**src/rtl/amber128_slot_sequencer.sv**
```systemverilog
// Bundle FIFO plus slot/sub12 cursor feeding amber128_decoder.
// Each head bundle is walked S0..S4, with two 12-bit instructions in a slot when its flag is set.
package amber128_pkg;
  typedef struct packed {
    logic         valid;
    logic [31:0]  word_addr;
    logic [127:0] bundle;
  } amber128_fetch_s;
endpackage

module amber128_slot_sequencer
  import amber128_pkg::*;
#(
  parameter int DEPTH = 2
) (
  input  logic            clk_i,
  input  logic            rst_ni,
  input  amber128_fetch_s fetch_i,
  output logic            fetch_ready_o,
  input  logic            flush_i,
  output amber128_fetch_s issue_o,
  output logic [2:0]      slot_idx_o,
  output logic            sub12_o,
  output logic            last_o,
  input  logic            issue_ready_i,
  output logic [31:0]     issued_cnt_o
);
  localparam int AW = $clog2(DEPTH);

  typedef struct packed {
    logic [31:0]  word_addr;
    logic [127:0] bundle;
  } entry_t;

  typedef enum logic {EMPTY, ISSUE} state_e;

  entry_t      mem [DEPTH];
  logic [AW:0] wr_ptr, rd_ptr, wr_nxt, rd_nxt;
  state_e      state;
  logic [2:0]  slot;
  logic        sub;
  logic [4:0]  flags;
  logic        full, valid, hs, two12_cur, last, push, pop;
  entry_t      head;

  assign head  = mem[rd_ptr[AW-1:0]];
  assign flags = head.bundle[127:123];
  assign full  = (wr_ptr[AW] != rd_ptr[AW]) && (wr_ptr[AW-1:0] == rd_ptr[AW-1:0]);
  assign valid = (state == ISSUE);

  always_comb begin
    two12_cur = 1'b0;
    case (slot)
      3'd0: two12_cur = flags[4];
      3'd1: two12_cur = flags[3];
      3'd2: two12_cur = flags[2];
      3'd3: two12_cur = flags[1];
      3'd4: two12_cur = flags[0];
      default: two12_cur = 1'b0;
    endcase
  end

  // Ready looks only at registered occupancy, so a pop never opens space in the same cycle.
  assign fetch_ready_o = !full && !flush_i;
  assign push          = fetch_i.valid && fetch_ready_o;
  assign hs            = valid && issue_ready_i;
  assign last          = valid && (slot == 3'd4) && (!two12_cur || sub);
  assign pop           = hs && last;

  assign wr_nxt = flush_i ? '0 : wr_ptr + (AW+1)'(push);
  assign rd_nxt = flush_i ? '0 : rd_ptr + (AW+1)'(pop);

  assign issue_o      = valid ? {1'b1, head.word_addr, head.bundle} : '0;
  assign slot_idx_o   = slot;
  assign sub12_o      = sub;
  assign last_o       = last;

  always_ff @(posedge clk_i) begin
    if (push) mem[wr_ptr[AW-1:0]] <= '{word_addr: fetch_i.word_addr, bundle: fetch_i.bundle};
  end

  always_ff @(posedge clk_i or negedge rst_ni) begin
    if (!rst_ni) begin
      wr_ptr       <= '0;
      rd_ptr       <= '0;
      state        <= EMPTY;
      slot         <= '0;
      sub          <= 1'b0;
      issued_cnt_o <= '0;
    end else begin
      wr_ptr <= wr_nxt;
      rd_ptr <= rd_nxt;
      state  <= (wr_nxt != rd_nxt) ? ISSUE : EMPTY;
      if (hs) issued_cnt_o <= issued_cnt_o + 32'd1;
      if (flush_i || pop) begin
        slot <= '0;
        sub  <= 1'b0;
      end else if (hs) begin
        if (two12_cur && !sub) begin
          sub <= 1'b1;
        end else begin
          slot <= slot + 3'd1;
          sub  <= 1'b0;
        end
      end
    end
  end
endmodule

```
**config.mk**
```make
export PLATFORM = sky130hd
export DESIGN_NAME = amber128_slot_sequencer
export DESIGN_NICKNAME = d
export VERILOG_FILES = /design/src/rtl/amber128_slot_sequencer.sv
export SDC_FILE = /design/constraint.sdc
export NUM_CORES = 1
export LEC_CHECK = 0
export BUFFER_PORTS_ARGS = -buffer_cell sky130_fd_sc_hd__buf_2
export CAP_MARGIN = 10
export CELL_PAD_IN_SITES_DETAIL_PLACEMENT = 0
export CELL_PAD_IN_SITES_GLOBAL_PLACEMENT = 1
export CORE_UTILIZATION = 30
export DETAILED_ROUTE_END_ITERATION = 16
export GPL_ROUTABILITY_DRIVEN = 0
export PLACE_DENSITY = 0.67
export REMOVE_ABC_BUFFERS = 1
export SYNTH_ARGS = -nofsm -noshare
export SYNTH_HDL_FRONTEND = slang
export SYNTH_SLANG_ARGS = --single-unit
export TNS_END_PERCENT = 100
```
**constraint.sdc**
```tcl
create_clock -name clk_i -period 9.25 [get_ports clk_i]
set_input_delay 1.85 -clock clk_i [delete_from_list [all_inputs] [get_ports clk_i]]
set_output_delay 1.85 -clock clk_i [all_outputs]
set_load 0.1 [all_outputs]
```
==> key figures <==
Status
  – Status: finished, final reports clean

Pwr
  – Clock network power share: 38.3%
  – Pwr Density: 224 mW/mm²
  – Leakage: 6.93 nW
  – Sequential power share: 46.0%
  – Switching share of power: 29.3%
  – Maximum VDD drop: 0.198 mV
  – P_sw: 1.20 mW
  – Combinational share of power: 15.7%
  – P_int: 2.90 mW

Synth
  – Post-synth cell types: 45
  – Cell area after synthesis: 0.0145 mm²
  – Synthesized instance count: 869
  – Synth area leader: edfxtp_1
  – Top_reg_cell synth: edfxtp_1
  – FFs w/ async S/R, synth: 11.4%
  – Top-count cell post-synth: edfxtp_1
  – Post-synth EDFFs: 320
  – Synth top area share: 66.4%
  – Sequential cell area fraction in the yosys report: 73.4%
  – Ranking of synthesized cells by area: edfxtp_1 66%, mux2i_1 11%, dfrtp_1 7.1%
  – Synth Warn #: 0
  – Syn_area_per_cell: 16.7 µm²
  – Number of synthesized register bits: 361
  – Post-synth top cells: 320 x edfxtp_1, 159 x nor2b_1, 158 x mux2i_1

Worst setup path
  – Path depth of the worst reg2reg path: 5
  – Worst Path Arrival: 3.60 ns
  – Worst Setup Start Kind: flop
  – Setup CP Type: reg2out
  – Worst-path fanout max: 56
  – Req. time, crit path: 7.40 ns
  – Worst setup EP type: output pin

Clocking
  – Setup bufs post-CTS: 0
  – H-tree depth: 2
  – Cts bufs inserted: 41
  – CTS tree: yes
  – Root Buffer: clkbuf_16
  – Longest Clk Path Bufs: 3
  – Clk sinks: 361
  – Gates resized, CTS repair: 0
  – Clock-pin slew on the worst setup and hold paths: 0.06 ns
  – Worst skew pair latency: 0.55 ns
  – Hold_buf cts: 0

Finish
  – Finished Cell Area: 0.0183 mm²
  – Nets: 1418
  – Share of cells above drive strength 1: 35.0%
  – Layout Cells excl Fill: 1892
  – P&R area growth vs syn: 26.2%
  – FILL cells: 4522

Placement
  – Buffers added on ports: 363
  – Dpl ws: 4.31 ns
  – Number of cells after detailed placement: 1816
  – DP HPWL: 21700 µm
  – Dpl cell area: 0.0170 mm²

Timing
  – Fin Setup TNS: 0 ns
  – Period utilisation layout: 58.9%
  – Setup-failing EPs final: 0
  – RSZ-0062 raised after global routing: no
  – Max Clock Freq: 0.184 GHz
  – Final Hold Viols: 0
  – Tmin final: 5.45 ns
  – Setup ws final: 3.80 ns
  – Max-slew violations: 0
  – Slew HR: 28.0%
  – Clock Skews: 0.0165 ns
  – Worst-Margin Slew: 1.08 ns

Min path
  – Worst Hold Class: reg2reg
  – WHS Path Cells: 1

Detailed routing
  – Final WL: 33400 µm
  – Avg Vias per Cell: 4.43
  – DRC Markers: 0
  – Pre-antenna DRT Iters: 4
  – Starting DRT DRC Count: 352
  – Antenna Nets Post-Route: 0
  – Via Count: 8380
  – WL per Instance: 17.7 µm

Flow run
  – Max-cap violations: 0

Floorplan
  – # IOs: 364
  – Initial core utilization: 30.4%
  – Row cnt: 80
  – Die area: 0.0491 mm²
  – Total core area: 0.0476 mm²
  – Die X-Extent: 222 µm
  – Die H: 222 µm

Global routing
  – Total GRT Usage: 13.2%
  – Total grt overflow: 0
  – Initial antenna violation count: 4
  – Vias in the first global route: 8556
  – Global-route wire length before repair: 50000 µm
  – Largest net degree at the start of global routing: 97
[path summary, 6_finish.rpt]
| kind | startpoint | end | slack [ns] |
|---|---|---|---|
| max in group asynchronous | rst_ni | state | 7.13 |
| max | rd_ptr[0] | issue_o[64] | 3.80 |
| min reg2reg | issued_cnt_o[31] | issued_cnt_o[31] | 0.49 |
| min in group asynchronous | rst_ni | issued_cnt_o[16] | 1.44 |
| max reg2reg | rd_ptr[0] | mem[0][139] | 5.81 |
| min | issued_cnt_o[31] | issued_cnt_o[31] | 0.49 |
[layout by cell type, fill, tap and decap left out, drive strengths merged, types with 11 or more instances in the layout]
master and instances:
edfxtp 320, buf 370, clkinv 16, xnor2 24, xor2 13, nand3 16, nor2b 159, nand2 18
nor2 11, dfrtp 41, clkbuf 53, mux2i 158
[power by group through the flow]
stage | combinational (mW) | clock (mW) | sequential (mW)
after global placement | 0.643 | 0 | 1.92
after global routing | 0.667 | 1.67 | 1.89
final | 0.642 | 1.57 | 1.89
after floorplan | 0.440 | 0 | 1.98
after detailed placement | 0.647 | 0 | 1.92
after CTS | 0.648 | 1.62 | 1.89
[sequential cells by signal, summed over array words and instances, names as in the netlist]
signal        count
rd_ptr            2
state             1
sub12_o           1
slot_idx_o        3
mem             320
wr_ptr            2
issued_cnt_o     32
[kinds of logic after synthesis]
family / after synthesis / synth area share (%)
compound gates: 15 / 0.838
xor+xnor: 37 / 2.24
fa+ha+maj: 9 / 0.778
buf+inv: 47 / 1.43
flops: 361 / 73.4
mux: 160 / 11.1
simple gates: 240 / 10.2
[through the flow]
stage / power (mW) / hold slack [ns] / util, %
finish: 4.09 / 0.488 / 38.4
global placement: 2.56 / 0.475 / 35.6
global route: 4.23 / 0.506 / 38.4
floorplan: 2.42 / 0.566 / -
detailed placement: 2.57 / 0.481 / 35.6
CTS: 4.15 / 0.498 / 38.4
[layer usage]
metal,global-route usage (%),share of wire (%),up-vias
li1,-,-,3945
met1,15.9,41,4126
met2,22.5,49,252
met3,4.44,7.1,53
met4,3.79,2.3,4
met5,0,0.066,-
[critical path: stages, from the launching register on]
cell     delay (ns)
dfrtp_4        1.06
buf_4          0.90
mux2i_1        0.18
nor2b_1        0.28
buf_2          0.49
[area by class of cell]
| cell class | instances | area, µm² | area share [%] |
|---|---|---|---|
| multi-input combinational | 461 | 3660 | 20.0 |
| antenna | 2 | 5.00 | 0.0274 |
| clock buffer | 53 | 1110 | 6.09 |
| inverter | 9 | 33.8 | 0.185 |
| timing repair buffer | 370 | 1870 | 10.2 |
| tap | 615 | 769 | 4.21 |
| clock inverter | 21 | 183 | 0.999 |
| sequential | 361 | 10600 | 58.2 |
Note: power is estimated with default switching activity, not from simulation.
